`config.mk`:
```
export PLATFORM = sky130hd
export DESIGN_NAME = decoder_index_sequencer_flat
export DESIGN_NICKNAME = d
export VERILOG_FILES = /design/src/rtl/decoder_index_sequencer_pkg.sv /design/src/rtl/decoder_index_sequencer_if.sv /design/src/rtl/decoder_index_sequencer_tick_prescaler.sv /design/src/rtl/decoder_index_sequencer.sv /design/src/flat_wrapper.sv
export SDC_FILE = /design/constraint.sdc
export NUM_CORES = 1
export LEC_CHECK = 0
export ABC_AREA = 1
export BUFFER_PORTS_ARGS = -buffer_cell sky130_fd_sc_hd__buf_2
export CORE_UTILIZATION = 56
export CTS_BUF_LIST = sky130_fd_sc_hd__clkbuf_4
export DETAILED_ROUTE_END_ITERATION = 12
export PLACE_DENSITY_LB_ADDON = 0.25
export SLEW_MARGIN = 20
export SYNTH_ARGS = -nofsm -noshare
export SYNTH_HDL_FRONTEND = slang
export SYNTH_SLANG_ARGS = --single-unit
```
`constraint.sdc`:
```
create_clock -name clk -period 2.1 [get_ports clk]
set_input_delay 0.315 -clock clk [delete_from_list [all_inputs] [get_ports clk]]
set_output_delay 0.315 -clock clk [all_outputs]
set_load 0.005 [all_outputs]
```
`src/rtl/decoder_index_sequencer_pkg.sv`:
```
// Shared constants for the decoder index sequencer.
// Contains the step-mode codes and the FSM state encoding.
package seq_pkg;

  localparam logic [1:0] MODE_WRAP     = 2'b00;
  localparam logic [1:0] MODE_PINGPONG = 2'b01;
  localparam logic [1:0] MODE_SWEEP    = 2'b10;
  localparam logic [1:0] MODE_HOLD     = 2'b11;

  typedef enum logic [1:0] {
    ST_IDLE = 2'd0,
    ST_RUN  = 2'd1,
    ST_DONE = 2'd2
  } seq_state_t;

endpackage

```
`src/rtl/decoder_index_sequencer_if.sv`:
```
// Control and decoder-side signals of the index sequencer.
// The slave modport is the sequencer; the master modport is whoever drives it.
interface decoder_index_sequencer_if;

  logic       run;
  logic       dir;
  logic [1:0] mode;
  logic       step_req;
  logic       load;
  logic [3:0] load_val;
  logic [3:0] a;
  logic       EN;
  logic       tick;
  logic       sweep_done;

  modport master (
    output run, dir, mode, step_req, load, load_val,
    input  a, EN, tick, sweep_done
  );

  modport slave (
    input  run, dir, mode, step_req, load, load_val,
    output a, EN, tick, sweep_done
  );

endinterface

```
`src/rtl/decoder_index_sequencer_tick_prescaler.sv`:
```
// Free-running divide-by-TICK_DIV prescaler producing a one-cycle tick.
// The terminal count is detected one cycle early so tick comes straight from a flop.
module tick_prescaler #(
  parameter int TICK_DIV = 100_000_000,
  parameter int CNT_W    = 27
) (
  input  logic clk,
  input  logic rst_n,
  input  logic en,
  input  logic clr,
  output logic tick
);

  localparam logic [CNT_W-1:0] CNT_LAST = CNT_W'(TICK_DIV - 1);
  localparam logic [CNT_W-1:0] CNT_PRE  = CNT_W'(TICK_DIV - 2);
  localparam logic [CNT_W-1:0] CNT_ONE  = CNT_W'(1);
  localparam logic [CNT_W-1:0] CNT_ZERO = CNT_W'(0);

  logic [CNT_W-1:0] cnt_r;
  logic             tick_r;

  // Prescaler count and registered terminal-count pulse
  always_ff @(posedge clk or negedge rst_n) begin
    if (!rst_n) begin
      cnt_r  <= CNT_ZERO;
      tick_r <= 1'b0;
    end else if (clr || !en) begin
      cnt_r  <= CNT_ZERO;
      tick_r <= 1'b0;
    end else begin
      cnt_r  <= (cnt_r == CNT_LAST) ? CNT_ZERO : cnt_r + CNT_ONE;
      tick_r <= (cnt_r == CNT_PRE);
    end
  end

  assign tick = tick_r;

endmodule

```
`src/rtl/decoder_index_sequencer.sv`:
```
// Index generator feeding the 4-to-16 decoder: FSM, index and ping-pong direction.
// Steps a[3:0] on each prescaler tick in wrap, ping-pong, sweep or hold mode.
module decoder_index_sequencer
  import seq_pkg::*;
#(
  parameter int TICK_DIV = 100_000_000,
  parameter int CNT_W    = 27
) (
  input logic                         clk,
  input logic                         rst_n,
  decoder_index_sequencer_if.slave    bus
);

  seq_state_t state_r, state_s;
  logic [3:0] a_r, a_s;
  logic [3:0] tgt_s;
  logic [1:0] mode_last_r, mode_last_s;
  logic       pp_down_r, pp_down_s, pp_dir_s;
  logic       en_r, sweep_done_r, done_s, adv_s;
  logic       tick_s, clr_s;

  // The prescaler restarts on every state change and on load
  assign clr_s = bus.load | (state_s != state_r);

  tick_prescaler #(
    .TICK_DIV (TICK_DIV),
    .CNT_W    (CNT_W)
  ) u_prescaler (
    .clk   (clk),
    .rst_n (rst_n),
    .en    (state_r == ST_RUN),
    .clr   (clr_s),
    .tick  (tick_s)
  );

  // Next-state, next-index and ping-pong direction
  always_comb begin
    state_s     = state_r;
    a_s         = a_r;
    pp_down_s   = pp_down_r;
    mode_last_s = mode_last_r;
    pp_dir_s    = pp_down_r;
    tgt_s       = 4'd15;
    done_s      = 1'b0;
    adv_s       = 1'b0;

    unique case (state_r)
      ST_IDLE: begin
        if (bus.run) state_s = ST_RUN;
        else         adv_s   = bus.step_req;
      end
      ST_RUN: begin
        adv_s = tick_s;
        if (!bus.run) state_s = ST_IDLE;
        else          state_s = ST_RUN;
      end
      ST_DONE: begin
        if (!bus.run) state_s = ST_IDLE;
        else          state_s = ST_DONE;
      end
      default: state_s = ST_IDLE;
    endcase

    if (adv_s) begin
      mode_last_s = bus.mode;
      case (bus.mode)
        MODE_WRAP: a_s = bus.dir ? a_r - 4'd1 : a_r + 4'd1;
        MODE_PINGPONG: begin
          // Entering ping-pong picks up the external direction
          pp_dir_s = (mode_last_r != MODE_PINGPONG) ? bus.dir : pp_down_r;
          if (pp_dir_s) begin
            if (a_r == 4'd0) begin
              a_s       = 4'd1;
              pp_down_s = 1'b0;
            end else begin
              a_s       = a_r - 4'd1;
              pp_down_s = 1'b1;
            end
          end else begin
            if (a_r == 4'd15) begin
              a_s       = 4'd14;
              pp_down_s = 1'b1;
            end else begin
              a_s       = a_r + 4'd1;
              pp_down_s = 1'b0;
            end
          end
        end
        MODE_SWEEP: begin
          tgt_s = bus.dir ? 4'd0 : 4'd15;
          if (a_r != tgt_s) a_s = bus.dir ? a_r - 4'd1 : a_r + 4'd1;
          else              a_s = a_r;
          if ((a_s == tgt_s) && (state_r == ST_RUN) && bus.run) begin
            state_s = ST_DONE;
            done_s  = 1'b1;
          end else begin
            done_s  = 1'b0;
          end
        end
        MODE_HOLD: a_s = a_r;
        default:   a_s = a_r;
      endcase
    end else begin
      mode_last_s = mode_last_r;
    end

    if (bus.load) begin
      a_s         = bus.load_val;
      pp_down_s   = bus.dir;
      mode_last_s = bus.mode;
      state_s     = state_r;
      done_s      = 1'b0;
    end else begin
      pp_dir_s    = pp_dir_s;
    end
  end

  // State, index and registered decoder outputs
  always_ff @(posedge clk or negedge rst_n) begin
    if (!rst_n) begin
      state_r      <= ST_IDLE;
      a_r          <= 4'd0;
      pp_down_r    <= 1'b0;
      mode_last_r  <= MODE_WRAP;
      en_r         <= 1'b0;
      sweep_done_r <= 1'b0;
    end else begin
      state_r      <= state_s;
      a_r          <= a_s;
      pp_down_r    <= pp_down_s;
      mode_last_r  <= mode_last_s;
      en_r         <= (state_s != ST_IDLE);
      sweep_done_r <= done_s;
    end
  end

  assign bus.a          = a_r;
  assign bus.EN         = en_r;
  assign bus.tick       = tick_s;
  assign bus.sweep_done = sweep_done_r;

endmodule

```
`src/flat_wrapper.sv`:
```
// flat-port wrapper written by rule: the top's interface ports become plain ports
module decoder_index_sequencer_flat import seq_pkg::*;
#(
  parameter int TICK_DIV = 100_000_000,
  parameter int CNT_W    = 27
)
  (clk, rst_n, bus_run, bus_dir, bus_mode, bus_step_req, bus_load, bus_load_val, bus_a, bus_EN, bus_tick, bus_sweep_done);
  decoder_index_sequencer_if bus_i ();
  input logic clk;
  input logic rst_n;
  input wire logic [$bits(bus_i.run)-1:0] bus_run;
  input wire logic [$bits(bus_i.dir)-1:0] bus_dir;
  input wire logic [$bits(bus_i.mode)-1:0] bus_mode;
  input wire logic [$bits(bus_i.step_req)-1:0] bus_step_req;
  input wire logic [$bits(bus_i.load)-1:0] bus_load;
  input wire logic [$bits(bus_i.load_val)-1:0] bus_load_val;
  output wire logic [$bits(bus_i.a)-1:0] bus_a;
  output wire logic [$bits(bus_i.EN)-1:0] bus_EN;
  output wire logic [$bits(bus_i.tick)-1:0] bus_tick;
  output wire logic [$bits(bus_i.sweep_done)-1:0] bus_sweep_done;
  assign bus_i.run = bus_run;
  assign bus_i.dir = bus_dir;
  assign bus_i.mode = bus_mode;
  assign bus_i.step_req = bus_step_req;
  assign bus_i.load = bus_load;
  assign bus_i.load_val = bus_load_val;
  assign bus_a = bus_i.a;
  assign bus_EN = bus_i.EN;
  assign bus_tick = bus_i.tick;
  assign bus_sweep_done = bus_i.sweep_done;
  decoder_index_sequencer #(.TICK_DIV(TICK_DIV), .CNT_W(CNT_W)) u_core (.clk(clk), .rst_n(rst_n), .bus(bus_i));
endmodule
```
### Word-level counts from Yosys, hierarchy flattened

Cells that the tools add are included.
Widths: inputs -> output; s select.

| word-level totals | value |
|---|---|
| flip-flop bits (word level) | 39 |
| input port bits | 12 |
| output and inout port bits | 7 |

| operators by class | value |
|---|---|
| add/subtract/negate cells | 3 |
| eq/ne operators | 13 |
| mux-type cells | 37 |
| bitwise logic cells | 1 |
| reductions and logical operators | 12 |

Operators by type and width:

| operator | number |
|---|---|
| $eq 27x27->1 const B | 2 |
| $mux 27 | 2 |
| $mux 4 | 10 |
| $add 27x1->27 const B | 1 |
| $mux 2 | 8 |
| $mux 1 | 14 |
| $pmux 4 s3 | 1 |
| $eq 2x2->1 const B | 3 |
| $pmux 2 s3 | 1 |
| $reduce_bool 2->1 | 3 |
| $add 4x1->4 const B | 1 |
| $eq 2x1->1 const B | 2 |
| $eq 4x4->1 | 1 |
| $eq 4x4->1 const B | 1 |
| $logic_not 2->1 | 2 |
| $logic_not 4->1 | 1 |
| $ne 4x4->1 | 1 |
| $reduce_and 2->1 | 2 |
| $sub 4x1->4 const B | 1 |
| $logic_and 1x1->1 | 2 |
| $ne 2x1->1 const B | 1 |
| $ne 2x2->1 | 1 |
| $ne 2x2->1 const B | 1 |
| $pmux 1 s2 | 1 |
| 3 further kinds | 3 |

### Logic depth before layout (Yosys ltp)

| logic depth | value |
|---|---|
| depth in word-level cells | 16 |
| gate-level depth with buffers | 16 |

### By module

From an unflattened synthesis, not the netlist that was laid out.

| second synthesis, totals | value |
|---|---|
| cell total of the unflattened synthesis | 410 |
| area, all modules | 2,894.0 um^2 |

By module, submodules not included:

| module | times used | cells each | area an instance (um^2) |
|---|---|---|---|
| tick_prescaler | 1 | 227 | 1,752.9 |
| decoder_index_sequencer | 1 | 183 | 1,141.1 |

### Worst setup path before layout

Ideal clock, no wire load.

| timing path | value |
|---|---|
| path type | reg-to-reg |
| start point | register u_core.a_r[0], in the netlist u_core.bus.a[0] |
| end point | register u_core.u_prescaler.cnt_r[12] |
| arrival | 1.935 ns |
| required time | 1.978 ns |
| slack | 0.043 ns |
| cell stages (with the launch flop) | 14 |
| path buffers | 1 |
| cells stage by stage | dfrtp_1 > inv_1 > ha_1 > xnor2_1 > inv_1 > nand2_1 > nand2_1 > nor2_1 > nand2_1 > nand2_1 > nand3_2 > o211ai_4 > buf_12 > nor2_2 |

| on the way | value |
|---|---|
| word-level cells in the longest chain between the ends | 16 |
| elaborated cells between the ends (all ways) | 18 |
| those cells by class | 2 x add/sub; 3 x eq/ne; 9 x mux; 1 x bitwise; 3 x reduce/logical |

RTL lines:

| item | line | source |
|---|---|---|
| from (decl) | decoder_index_sequencer.sv:15 | `logic [3:0] a_r, a_s;` |
| from (signal assigned) | decoder_index_sequencer.sv:129 | `a_r <= a_s;` |
| $add 4x1->4 or $sub 4x1->4 (tied branches) | decoder_index_sequencer.sv:91 | `if (a_r != tgt_s) a_s = bus.dir ? a_r - 4'd1 : a_r + 4'd1;` |
| $mux 4 | decoder_index_sequencer.sv:91 |  |
| $mux 4 (*) | decoder_index_sequencer.sv:91 |  |
| $mux 4 (*) | decoder_index_sequencer.sv:66 | `case (bus.mode)` |
| $mux 4 (*) | decoder_index_sequencer.sv:64 | `if (adv_s) begin` |
| $eq 4x4->1 (*) | decoder_index_sequencer.sv:93 | `if ((a_s == tgt_s) && (state_r == ST_RUN) && bus.run) begin` |
| $logic_and 1x1->1 (*) (2 in series) | decoder_index_sequencer.sv:93 |  |
| $mux 2 (*) | decoder_index_sequencer.sv:93 |  |
| $mux 2 (*) | decoder_index_sequencer.sv:66 |  |
| $mux 2 (*) | decoder_index_sequencer.sv:64 |  |
| $mux 2 (*) | decoder_index_sequencer.sv:107 | `if (bus.load) begin` |
| $ne 2x2->1 (*) | decoder_index_sequencer.sv:23 | `assign clr_s = bus.load \| (state_s != state_r);` |
| $or 1x1->1 (*) | decoder_index_sequencer.sv:23 |  |
| $logic_or 1x1->1 (*) | decoder_index_sequencer_tick_prescaler.sv:27 | `end else if (clr \|\| !en) begin` |
| $mux 27 (*) | decoder_index_sequencer_tick_prescaler.sv:27 |  |
| to (signal assigned) | decoder_index_sequencer_tick_prescaler.sv:31 | `cnt_r <= (cnt_r == CNT_LAST) ? CNT_ZERO : cnt_r + CNT_ONE;` |
| to (decl) | decoder_index_sequencer_tick_prescaler.sv:19 | `logic [CNT_W-1:0] cnt_r;` |

Mark *: on every way between the ends. The rest lies on a longest branch, timed or not. The select of a mux whose other input is x is not followed.
A chain may end at the register's enable or synchronous reset.

### Final worst setup path

| timing path | value |
|---|---|
| start point | register u_core.a_r[0], in the netlist u_core.bus.a[0] |
| end point | register u_core.u_prescaler.cnt_r[1] |

Same word-level chain as after synthesis.

==> metrics.md <==
| Metric | Value |
|---|---|
| Full die area | 5410 um2 |
| Top-Level Pins | 19 |
| Die height | 73.6 um |
| First-pass GRT wire length | 11100 um |
| Final Total Pwr | 2000 uW |
| Tcrit/Tclk final | between 90 and 100% |
| WL/cell | between 10 and 15 um |
| Total gr overflow | 0 |
| Max Clock Freq | 0.479 GHz |
| Std-Cell Rows | 25 |
| Pre-CTS WS | approximately 28 ps |
| Hold slack final | -6.76 ps |
| CTS buffer count | 5 |
| Post-synthesis sequential area ratio | roughly 34% |
| RePlAce Congestion | 0.902 |
| Worst vdd ir | 0.000406 V |
| PortBufs | 18 |
| Commonest non-fill, non-tap cells in the layout | nand2_1, inv_1, nor2_1 |
| Final Setup Violations | 0 |
| Final-report max-slew violation count | 0 |
| Reg-to-Reg End | u_core.u_prescaler.cnt_r[1] |
| Synth async-reset ratio | 100% |
| Yosys warns | 0 |
| Initial drt markers | 214 |
| Max cap viols | 0 |
| DP Area | 3080 um2 |
| Worst-margin pin slew | 477 ps |
| Final Hold Fails | 2 |
| Clock sink count | 39 |
| Max-Slew Margin vs Limit | 67.9% |
| Most common cell after layout, fill and taps aside | nand2_1 |
| Longest Clk Path Bufs | 2 |
| Total number of vias | around 2700 |
| Synth unique cells | 35 |
| Worst Hold Class | input port to asynchronous set/reset pin |
| Core Area | ~4800 um2 |
| Reg2reg start | u_core.bus.a[0] |
| Post-synthesis cell area | 2870 um2 |
| Root Driver | clkbuf_4 |
| WP data arrival | 2350 ps |
| Finished Cell Area | 3370 um2 |
| Element type at the critical path start | register |
| Worst-Skew Late Latency | 350 ps |
| Failing checks | negative hold slack |
| Initial antenna violation count | 0 |
| Drt pass-1 iters | 5 |
| RSZ-0062 raised after global routing | true |
| CP Class | register to register |
| Vias in the first global route | approximately 2400 |
| Post-CTS Hold Fix Bufs | 0 |
| # DRC | 0 |
| Die W | 73.6 um |
| Layout cells sized above 1 | approximately 25% |
| Clock transition at path regs | around 130 ps |
| Count of non-filler cells in the finished layout | 508 |
| H-tree depth | 2 |
| Outcome | finished, violations left |
| # diodes | 0 |
| CP Capture Type | register |
| Final min period | approximately 2100 ps |
| Final wirelength | 6880 um |
| Detail Placement HPWL | between 4000 and 5000 um |
| Final Worst Setup Slack | 12.6 ps |
| Layout area overhead | 17.4% |
| Final nets | 462 |
| Power Dens Cells | 594 nW/um2 |
| Seq cells post-synth | 39 |
| Worst reg-to-reg path cell count | 12 |
| Syn_area_per_cell | a little over 7 um2 |
| CP Launch Point | u_core.bus.a[0] |
| Worst Skew | 12.1 ps |
| Post-Place Cells | 490 |
| Syn Inst Count | 401 |
| Drt via density | 5.37 |
| Largest net degree at the start of global routing | 40 |
| Post-Syn Nets | 423 |
| Pleak | 0.00158 uW |
| GRT Total Usage | 26.6% |
| Main synth FF type | dfrtp_1 |
| Initial core utilization | 59.6% |
| Worst EP required | 2360 ps |
| CTS tree | yes |
| Routed Antenna Nets | 0 |
| Reg2Reg Setup Slack | 10 ps |
| EDFF count, synth | 0 |
| Crit Path Max Fanout | 8 |
-- repair_timing --
| action | CTS | global route |
|---|---|---|
| setup buffers | 0 | 9 |
| gates resized for setup | 0 | 29 |
| endpoints found under the hold margin | 0 | 0 |
| setup endpoints to repair | 0 | 31 |
-- how the worst max path moves through the flow --
stage,endpoint,slack (ps),cells after the start
2_1_floorplan,u_core.u_prescaler.cnt_r[12],40,13
3_3_place_gp,u_core.u_prescaler.cnt_r[19],80,13
3_5_place_dp,u_core.u_prescaler.cnt_r[12],30,13
4_1_cts,u_core.u_prescaler.cnt_r[2],0.1,13
5_1_grt,u_core.u_prescaler.cnt_r[6],-90,16
6_report,u_core.u_prescaler.cnt_r[1],10,12
-- state kept, by name, indices dropped and copies added (netlist names) --
signal,flops
u_core.pp_down_r,1
u_core.bus.EN,1
u_core.bus.a,4
u_core.state_r,2
u_core.bus.sweep_done,1
u_core.u_prescaler.tick,1
u_core.u_prescaler.cnt_r,27
u_core.mode_last_r,2
-- cell usage after synthesis (all sizes together), types with 3 or more instances --
| library cell | instances | area [um2] |
|---|---|---|
| o21ai | 18 | 93.8 |
| or2 | 9 | 56.3 |
| nand2 | 100 | 395 |
| nor4 | 5 | 31.3 |
| ha | 10 | 125 |
| nor3 | 12 | 65.1 |
| a21oi | 7 | 35.0 |
| inv | 53 | 201 |
| o22ai | 3 | 18.8 |
| xnor2 | 4 | 35.0 |
| buf | 5 | 67.6 |
| nand3 | 34 | 188 |
| nor2 | 63 | 292 |
| xor2 | 10 | 87.6 |
| dfrtp | 39 | 976 |
| nand4 | 20 | 131 |
-- routing by layer --
| metal | vias up | track usage [%] | wire length (um) | part of all wire [%] |
|---|---|---|---|---|
| li1 | 1367 | - | - | - |
| met1 | 1268 | 37.1 | 3220 | 47 |
| met2 | 82 | 43.2 | 3220 | 47 |
| met3 | 10 | 4.12 | 338 | 4.9 |
| met4 | 0 | 7.26 | 96 | 1.4 |
| met5 | - | 0 | 0 | 0 |
-- critical path, cell delays in order, from the launching register on --
cell and delay [ps]:
dfrtp_1 430, inv_4 90, ha_4 310, nand3_4 130, nand2_1 100, nand2_1 70
nor2_1 140, nand2_1 70, nand2_1 90, nand3_2 130, o211ai_4 170, clkbuf_16 230
nor2_1 40
-- cell type report --
type	count	area (um2)
clock buffers	5	37.5
fillers	424	1450
clock inverters	3	38.8
well taps	67	83.8
flip-flops and latches	39	978
multi-input cells	301	1730
inverters	54	210
repair buffers	39	294
-- cell families after synthesis --
group	Yosys count	synth area share, %
adder cells (fa/ha/maj)	10	4.36
buffers and inverters	61	9.77
XOR/XNOR	14	4.27
AO/OA/AOI/OAI	32	6.67
AND/OR/NAND/NOR	245	40.9
flip-flops	39	34.0
-- power breakdown --
group          internal (uW)  switching (uW)  total [uW]
registers                780            36.0         816
logic                    283             399         683
clock network            245             256         501
-- per-stage QoR --
stage | util, % | setup TNS, ps
2_1_floorplan | - | 0
3_3_place_gp | 63.8 | 0
3_5_place_dp | 63.8 | 0
4_1_cts | 65.4 | 0
5_1_grt | 69.9 | -2130
6_report | 69.9 | 0
Power figures use the tool's default switching activity.
